===== config.mk =====
export PLATFORM = sky130hd
export DESIGN_NAME = alu_result_fifo
export DESIGN_NICKNAME = d
export VERILOG_FILES = /design/src/rtl/alu_pkg.sv /design/src/rtl/alu_fifo_mem.sv /design/src/rtl/alu_result_fifo.sv
export SDC_FILE = /design/constraint.sdc
export NUM_CORES = 1
export LEC_CHECK = 0
export ABC_AREA = 1
export CAP_MARGIN = 20
export CORE_ASPECT_RATIO = 0.75
export CORE_UTILIZATION = 53
export DETAILED_ROUTE_END_ITERATION = 10
export GPL_ROUTABILITY_DRIVEN = 0
export MAX_ROUTING_LAYER = met4
export PLACE_DENSITY = 0.78
export SLEW_MARGIN = 10
export SYNTH_ARGS = -nofsm -noshare
export SYNTH_HDL_FRONTEND = slang
export SYNTH_HIERARCHICAL = 1
export SYNTH_SLANG_ARGS = --single-unit

===== constraint.sdc =====
create_clock -name clk -period 2.8 [get_ports clk]
set_clock_uncertainty 0.15 [all_clocks]
set_input_delay 0.84 -clock clk [delete_from_list [all_inputs] [get_ports clk]]
set_output_delay 0.84 -clock clk [all_outputs]
set_load 0.02 [all_outputs]

===== src/rtl/alu_pkg.sv =====
// Shared types and defaults for the ALU result FIFO.
// Optional sticky flags are enabled with ALU_STICKY_FLAGS_EN.
package alu_pkg;

  localparam int ALU_WIDTH = 8;
  localparam int ALU_DEPTH = 4;

  typedef struct packed {
    logic carry;
    logic zero;
    logic overflow;
  } alu_flags_t;

  typedef enum logic [1:0] {
    OCC_EMPTY,
    OCC_PARTIAL,
    OCC_FULL
  } occ_e;

endpackage


===== src/rtl/alu_fifo_mem.sv =====
// Register-array storage for the ALU result FIFO.
// One write port, one asynchronous read port, no reset.
module alu_fifo_mem #(
  parameter int WIDTH = 8,
  parameter int DEPTH = 4,
  parameter int AW    = $clog2(DEPTH)
) (
  input  logic             clk,
  input  logic             we,
  input  logic [AW-1:0]    waddr,
  input  logic [WIDTH+2:0] wdata,
  input  logic [AW-1:0]    raddr,
  output logic [WIDTH+2:0] rdata
);

  logic [WIDTH+2:0] mem [DEPTH];

  // write the accepted entry into its slot
  always_ff @(posedge clk) begin
    if (we) mem[waddr] <= wdata;
  end

  assign rdata = mem[raddr];

endmodule


===== src/rtl/alu_result_fifo.sv =====
// FIFO buffering ALU result words with their flags.
// Define ALU_STICKY_FLAGS_EN for sticky carry/overflow.
module alu_result_fifo
  import alu_pkg::*;
#(
  parameter int WIDTH = ALU_WIDTH,
  parameter int DEPTH = ALU_DEPTH
) (
  input  logic                     clk,
  input  logic                     rst_n,
  input  logic                     in_valid,
  output logic                     in_ready,
  input  logic [WIDTH-1:0]         in_result,
  input  logic                     in_carry,
  input  logic                     in_zero,
  input  logic                     in_overflow,
  output logic                     out_valid,
  input  logic                     out_ready,
  output logic [WIDTH-1:0]         out_result,
  output logic                     out_carry,
  output logic                     out_zero,
  output logic                     out_overflow,
  output logic [$clog2(DEPTH):0]   count,
`ifdef ALU_STICKY_FLAGS_EN
  input  logic                     sticky_clr,
  output logic                     sticky_carry,
  output logic                     sticky_ovf,
`endif
  output logic                     full,
  output logic                     empty
);

  localparam int AW = $clog2(DEPTH);
  localparam int CW = AW + 1;

  logic [AW-1:0]    wptr_q;
  logic [AW-1:0]    rptr_q;
  logic [CW-1:0]    cnt_q;
  logic [CW-1:0]    cnt_d;
  occ_e             occ_q;
  occ_e             occ_d;
  logic             push;
  logic             pop;
  alu_flags_t       wflags;
  alu_flags_t       rflags;
  logic [WIDTH+2:0] wdata;
  logic [WIDTH+2:0] rdata;

  assign full      = (occ_q == OCC_FULL);
  assign empty     = (occ_q == OCC_EMPTY);
  assign in_ready  = !full;
  assign out_valid = !empty;
  assign push      = in_valid && in_ready;
  assign pop       = out_valid && out_ready;
  assign count     = cnt_q;

  assign wflags = '{
    carry:    in_carry,
    zero:     in_zero,
    overflow: in_overflow
  };
  assign wdata  = {in_result, wflags};

  alu_fifo_mem #(
    .WIDTH (WIDTH),
    .DEPTH (DEPTH),
    .AW    (AW)
  ) u_mem (
    .clk   (clk),
    .we    (push),
    .waddr (wptr_q),
    .wdata (wdata),
    .raddr (rptr_q),
    .rdata (rdata)
  );

  assign out_result   = rdata[WIDTH+2:3];
  assign rflags       = rdata[2:0];
  assign out_carry    = rflags.carry;
  assign out_zero     = rflags.zero;
  assign out_overflow = rflags.overflow;

  // next occupancy count; push+pop cancels
  always_comb begin
    cnt_d = cnt_q;
    unique case ({push, pop})
      2'b10:   cnt_d = cnt_q + CW'(1);
      2'b01:   cnt_d = cnt_q - CW'(1);
      default: cnt_d = cnt_q;
    endcase
  end

  // occupancy state follows the next count
  always_comb begin
    occ_d = occ_q;
    unique case (1'b1)
      (cnt_d == '0):         occ_d = OCC_EMPTY;
      (cnt_d == CW'(DEPTH)): occ_d = OCC_FULL;
      default:               occ_d = OCC_PARTIAL;
    endcase
  end

  // pointers, count and occupancy state
  always_ff @(posedge clk) begin
    if (!rst_n) begin
      wptr_q <= '0;
      rptr_q <= '0;
      cnt_q  <= '0;
      occ_q  <= OCC_EMPTY;
    end else begin
      if (push) wptr_q <= wptr_q + AW'(1);
      if (pop)  rptr_q <= rptr_q + AW'(1);
      cnt_q <= cnt_d;
      occ_q <= occ_d;
    end
  end

`ifdef ALU_STICKY_FLAGS_EN
  // clear wins over hold, then pushed flags OR in
  always_ff @(posedge clk) begin
    if (!rst_n) begin
      sticky_carry <= 1'b0;
      sticky_ovf   <= 1'b0;
    end else begin
      sticky_carry <= (sticky_carry & !sticky_clr)
                    | (push & in_carry);
      sticky_ovf   <= (sticky_ovf & !sticky_clr)
                    | (push & in_overflow);
    end
  end
`endif

endmodule


Word-level counts from Yosys, hierarchy flattened:

Memories as Yosys holds them, arrays and structs flattened. A register that Yosys moved wholly into a read port is not among the register bits.
Index checks and enable logic that the tools add are counted.

* memories kept: 1
* word-level logic and storage cells: 25
* output and inout port bits: 18
* input port bits: 15
* RAM bits: 44
* bits in registers: 9

Memories
* u_mem.mem: depth 4, bits a word 11, rd ports 1, clocked after memory_dff 1, write ports 1, line alu_fifo_mem.sv:16 `logic [WIDTH+2:0] mem [DEPTH];`

* multiplexer cells: 6
* equality and inequality tests: 4
* reduce and logical (&&, ||, !) cells: 6
* $add $sub $neg: 4

Operator list (number)
* $pmux 3 s2: 1
* $add 2x1->2 const B: 2
* $eq 2x2->1 const B: 2
* $mux 2: 2
* $pmux 2 s2: 1
* $add 3x1->3 const B: 1
* $eq 3x3->1 const B: 1
* $logic_not 3->1: 1
* $sub 3x1->3 const B: 1
* $eq 2x1->1 const B: 1
* $logic_and 1x1->1: 2
* $logic_not 1->1: 2
* $logic_not 2->1: 1
* $mux 1: 2

Longest topological paths before layout:

Gate-level depths: netlist of run 1.

* word-level depth: 7
* depth in mapped cells: 11
* depth with buffers taken out: 11

Hierarchy:

The synthesis of run 1 kept the hierarchy.

Modules (own cells, without submodules)
* alu_fifo_mem: seq. area each 1321.3 µm², area each 1888.1 µm², instances 1, cells an instance 180
* alu_result_fifo: seq. area each 180.2 µm², area each 436.7 µm², instances 1, cells an instance 57

Worst setup path after synthesis of run 1:

Ideal clock, no wire load.

* path type: input-to-reg
* start point: input port in_valid
* end point: memory u_mem/mem[0][0] (netlist bit), enable pin
* required time: 2257 ps
* arrival: 1804 ps
* setup time: 393 ps
* buffers on the path: 0
* cell stages on the path: 4
* path slack: 453 ps
* path through: o21ai_4 -> inv_2 -> inv_1 -> nor3_1

* cells in the longest elaborated chain, start to end: 3

RTL lines
* from (decl): line alu_result_fifo.sv:11 `input logic in_valid,`
* $logic_and 1x1->1: line alu_result_fifo.sv:53 `assign push = in_valid && in_ready;`
* named net push: line alu_result_fifo.sv:42 `logic push;`
* $mux 1: line alu_fifo_mem.sv:20 `if (we) mem[waddr] <= wdata;`
* $mux 1 (not written as such): line alu_fifo_mem.sv:20
* to (decl): line alu_fifo_mem.sv:16

The timed path passes the listed nets, and every way through them passes these cells.

==> flow_summary.json, run 1 <==
{
  "outcome": "finished clean",
  "syn-mean-instance-area_sq_um": 9.81,
  "vias": 1575,
  "power.static_leakage_nw": 1.27,
  "post-route-min-period_ns": 2.68,
  "timing.critical_path.cells": "clkinvlp_4 > nand3_1 > nand2_1 > clkdlybuf4s50_1",
  "io_buffer_count": 32,
  "crit_slowest_cell": "clkdlybuf4s50_1",
  "diodes": 0,
  "synth_nets": 254,
  "ys_types": 23,
  "critPathLaunch": "rptr_q[1]",
  "postSynthRegisterBits": 53,
  "critical_path.reg2reg.startpoint": "occ_q[0]",
  "grt_max_degree": 23,
  "startpoint_kind_of_the_worst_setup_timing_path": "register",
  "cts.htree.levels": 2,
  "drive_above_1_share": 0.0896,
  "pre_cts_ws_ns": -0.0229,
  "timing.hold.worst.class": "register to register",
  "drc": 0,
  "grt_use_total": 0.219,
  "via_per_inst": 4.72,
  "setup_viol": 0,
  "rows": 20,
  "cp_slowest_stage_delay_ns": 0.54,
  "cts.root.buffer_cell": "clkbuf_8",
  "fin_hold_ws_ns": 0.416,
  "ioPinCount": 33,
  "timing.max_cap.violations": 0,
  "cts_sinks": 53,
  "power.density_cell_area_nw_per_um2": 767,
  "timing.slew.headroom": 0.801,
  "placeable_area_sq_um": 4130,
  "syn2layout_area_growth_pct": 22.4,
  "nets": 295,
  "synth_warnings": 6,
  "die_area_sq_um": 4660,
  "layout_worst_path_cycle_share": 0.958,
  "antenna_found_initial": 0,
  "wire_length_of_the_first_global_routing_pass_um": 7010,
  "required_ns": 1.81,
  "dr.first_iter.drc_count": 55,
  "floorplan.die.height_um": 59.4,
  "worstSetupEndpointType": "primary output",
  "number_of_standard_cells_after_synthesis": 237,
  "detailedPlacementHpwl_um": 2950,
  "cts.reportedPaths.clkPinSlew_ns": 0.09,
  "cts_tree": "yes",
  "finish.cell_count_without_fillers": 334,
  "crit_path_max_fanout": 11,
  "max_freq_ghz": 0.373,
  "cts-resized-gates": 0,
  "cts_hold_buffers": 0,
  "post-cts-setup-buffer-count": 0,
  "clk-insertion-delay-late_ns": 0.30,
  "slew_viol_final": 0,
  "timing_hold_violations_final": 0,
  "drt_first_pass_iters": 4,
  "crit_arrival_ns": 1.69,
  "critical_path.n_buffers_inverters": 2,
  "cts_made_buffers": 5,
  "route.antenna.remaining_nets": 0,
  "wl_um": 4280,
  "detail_route.wl_per_cell_um": 12.8,
  "synth_area_sq_um": 2320,
  "globalRoute.totalOverflow": 0,
  "cts.path.max_buffers": 2,
  "initial_utilization": 0.563,
  "die_width_um": 78.5,
  "synth_seq_area_share": 0.646,
  "place_inst": 326,
  "worst_pin_slew_ns": 0.297,
  "rsz0062_at_grt": "no",
  "worst-setup-path-type": "register to primary output",
  "first_global_vias": 1524,
  "worst_path_dominant_cell_family": "buffers and inverters",
  "report.power.total_mw": 2.18,
  "ir_drop_mv": 0.355,
  "setup_ws_ns": 0.118,
  "min-delay-start": "wptr_q[0]"
}
==> cell families (layout without fill, tap and decap cells) <==
logic type	after synthesis	after routing	share of synthesized area
AOI/OAI and AO/OA	8	8	0.0248
xor gates and xnor gates	1	1	0.00377
adders and majority gates	2	2	0.0140
buffers and inverters	70	112	0.123
DFF	53	53	0.646
and+or+nand+nor	103	103	0.188
==> worst register-to-register path, delay by kind of cell (launching register included) <==
kind,cells,cell delay (ns)
buf+inv,1,0.07
compound gates,1,0.16
simple gates,5,0.45
flops,1,0.44
fa+ha+maj,2,0.65
==> worst paths after layout <==
kind | to | slack [ns] | cells after the start
max | out_result[1] | 0.12 | 4
min | wptr_q[0] | 0.42 | 2
max reg2reg | occ_q[1] | 0.82 | 9
min reg2reg | wptr_q[0] | 0.42 | 2
==> synth_stat cells <==
cell	number	area [sq um]
nor2_1	6	22.5
edfxtp_1	44	1320
dfxtp_1	9	180
nor3_1	4	20.0
inv_2	3	11.3
nor2_4	1	11.3
a21oi_2	1	8.76
nor2_2	2	12.5
nand3_1	25	125
buf_2	1	5.00
clkbuf_1	1	3.75
ha_1	1	12.5
nand2_1	64	240
inv_1	61	229
a21oi_1	2	10.0
o21ai_1	3	15.0
o21ai_4	1	16.3
nand4_1	1	6.26
buf_4	2	15.0
buf_6	2	22.5
xor2_1	1	8.76
o21bai_1	1	7.51
fa_1	1	20.0
==> cell usage in the layout (no fill, tap or decap), drive strengths merged, types with 3 or more instances in the layout <==
master / count
dfxtp: 9
clkdlybuf4s50: 32
clkbuf: 6
edfxtp: 44
buf: 8
nor2: 9
nand3: 25
a21oi: 3
inv: 63
o21ai: 4
nand2: 64
nor3: 4
==> area by class of cell <==
class | count | area [sq um]
Inverter | 64 | 246
Fill cell | 324 | 1280
Clock inverter | 2 | 35.0
Clock buffer | 6 | 72.6
Timing Repair Buffer | 40 | 384
Sequential cell | 53 | 1500
Tap cell | 55 | 68.8
Multi-Input combinational cell | 114 | 537
==> routing by layer <==
layer,share of wire,global-route usage,up-vias
met5,0,-,-
met4,0.021,0.119,0
met3,0.035,0.0523,8
met2,0.48,0.333,35
met1,0.46,0.274,721
li1,-,-,811
==> sequential cells by signal, summed over array words and instances, names as in the netlist <==
signal / flops
u_mem/mem: 44
count: 3
occ_q: 2
rptr_q: 2
wptr_q: 2
==> where the power goes <==
group / switching [mW] / total [mW] / internal, mW
clock network: 0.233 / 0.499 / 0.265
logic: 0.416 / 0.709 / 0.292
registers: 0.0490 / 0.975 / 0.926
total: 0.699 / 2.18 / 1.48
==> per-stage QoR <==
step                      instance area [sq um]  TNS [ns]  utilization
after floorplan                            2320         0            -
after global placement                     2730         0        0.661
after detailed placement                   2730   -0.0229        0.661
after CTS                                  2840         0        0.687
after global routing                       2850         0        0.689
final                                      2850         0        0.689
No activity file was read; power rests on OpenSTA's default activity.
==> run 2, diff against run 1 <==
- GPL_TIMING_DRIVEN: unset -> 0
==> flow_summary.json, run 2 (same netlist as run 1, synthesis figures left out) <==
{
  "grt_use_met3": 0.0646,
  "worst-setup-path-type": "register to primary output",
  "via_per_inst": 4.62,
  "detail_route.wl_per_cell_um": 12.4,
  "finish.cell_count_without_fillers": 336,
  "rsz0062_at_grt": "no",
  "layout_worst_path_cycle_share": 0.958,
  "detailedPlacementHpwl_um": 2850,
  "crit_path_max_fanout": 10,
  "antenna_found_initial": 0,
  "final_util": 0.706,
  "cts_hold_buffers": 0,
  "wire_length_of_the_first_global_routing_pass_um": 6690,
  "vias": 1553,
  "route.antenna.remaining_nets": 0,
  "cts_tree": "yes",
  "setup_ws_ns": 0.119,
  "critical_path.n_buffers_inverters": 3,
  "timing.max_cap.violations": 0,
  "drt_first_pass_iters": 4,
  "cts.root.buffer_cell": "clkbuf_8",
  "post-cts-setup-buffer-count": 0,
  "crit_slowest_cell": "clkdlybuf4s50_1",
  "outcome": "finished clean",
  "slew_viol_final": 0,
  "timing.hold.worst.class": "register to register",
  "initial_utilization": 0.563,
  "cts.htree.levels": 2,
  "largest_register": "u_mem/mem",
  "place_inst": 328,
  "rows": 20,
  "dr.first_iter.drc_count": 81,
  "power.density_cell_area_nw_per_um2": 747,
  "worst_pin_slew_ns": 0.534,
  "post-route-min-period_ns": 2.68,
  "startpoint_kind_of_the_worst_setup_timing_path": "register",
  "grt_most_used_layer": "met2",
  "cts_sinks": 53,
  "drc": 0,
  "io_buffer_count": 32,
  "wl_um": 4180,
  "globalRoute.totalOverflow": 0,
  "cts.reportedPaths.clkPinSlew_ns": 0.09,
  "setup_viol": 0,
  "diodes": 0,
  "first_global_vias": 1456,
  "cp_slowest_stage_delay_ns": 0.59,
  "grt_use_met1": 0.271,
  "power.static_leakage_nw": 1.37,
  "clk-insertion-delay-late_ns": 0.30,
  "die_area_sq_um": 4660,
  "timing.slew.headroom": 0.642,
  "nets": 297,
  "required_ns": 1.81,
  "crit_arrival_ns": 1.69,
  "grt_use_total": 0.215,
  "timing_hold_violations_final": 0,
  "max_freq_ghz": 0.373,
  "syn2layout_area_growth_pct": 25.3,
  "floorplan.die.height_um": 59.4,
  "cts.path.max_buffers": 2,
  "worstSetupEndpointType": "primary output",
  "cts_made_buffers": 5,
  "pre_cts_ws_ns": -0.0579,
  "most_common_cell_type_on_the_critical_path": "nand2_1",
  "global_route.usage.met2": 0.333,
  "die_width_um": 78.5,
  "largest_register_ff_count": 44,
  "ioPinCount": 33,
  "worst_path_dominant_cell_family": "buffers and inverters",
  "ir_drop_mv": 0.582,
  "grt_max_degree": 17,
  "mostFrequentLayoutCells": "nand2_1, inv_1, edfxtp_1",
  "placeable_area_sq_um": 4130,
  "layout_commonest_cell": "nand2_1",
  "fill_cells": 296,
  "drive_above_1_share": 0.107,
  "timing.critical_path.cells": "inv_2 > buf_6 > nand2_1 > nand3_1 > nand2_1 > clkdlybuf4s50_1"
}
-- run 2: cell types whose count changed in the layout (fill, tap and decap cells not counted), moves of 2 or more --
cell             delta
buf_6               +2
clkdlybuf4s50_1    -10
dlymetal6s2s_1     +10
nor3_1              -4
nor3_2              +4
-- run 2: through the flow --
| step | instance area, sq um | hold slack, ns | TNS, ns | total power [mW] |
|---|---|---|---|---|
| final | 2910 | 0.357 | 0 | 2.18 |
| after global routing | 2910 | 0.381 | 0 | 2.31 |
| after CTS | 2880 | 0.389 | 0 | 2.20 |
| after detailed placement | 2770 | 0.374 | -0.0579 | 1.70 |
| after global placement | 2710 | 0.342 | -27.10 | 1.68 |
| after floorplan | 2320 | 0.318 | 0 | 1.41 |
-- run 2: path summary, 6_finish.rpt --
check            start       endpoint  slack (ns)  cells after the start
max          rptr_q[0]  out_result[7]        0.12                      6
min          rptr_q[0]      rptr_q[0]        0.36                      1
max reg2reg   occ_q[1]       occ_q[1]        0.82                      9
min reg2reg  rptr_q[0]      rptr_q[0]        0.36                      1
-- run 2: layout make-up --
cell class,instances,area [sq um],area share
clock buffer,6,72.6,0.0249
multi-input combinational,114,557,0.191
timing repair buffer,36,379,0.130
sequential,53,1510,0.517
clock inverter,2,38.8,0.0133
buffer,6,52.6,0.0180
tap,55,68.8,0.0236
inverter,64,240,0.0824
-- run 2: power breakdown --
part	leakage (nW)	switching [mW]	internal [mW]	total, mW
Clock	0.0554	0.231	0.268	0.499
Combinational	0.838	0.410	0.291	0.700
Sequential	0.479	0.0488	0.927	0.976
-- run 2: what timing repair did --
| item | in CTS | in global routing |
|---|---|---|
| resized for setup | 3 | 13 |
| setup endpoints to repair | 11 | 11 |
| gates cloned | 0 | 0 |
-- run 2: per-layer routing --
layer,up-vias,wire (um),part of all wire
met4,0,27,0.0065
met5,-,0,0
met3,2,343,0.082
met2,55,2000,0.48
li1,815,-,-
met1,681,1800,0.43
-- run 2: worst register-to-register path, cell delays in order (launching register included) --
cell     delay [ns]
dfxtp_1        0.38
inv_2          0.07
o21ai_4        0.20
ha_1           0.20
inv_1          0.06
fa_1           0.47
nand2_1        0.05
o21ai_1        0.14
nand2_1        0.11
nor2_1         0.10
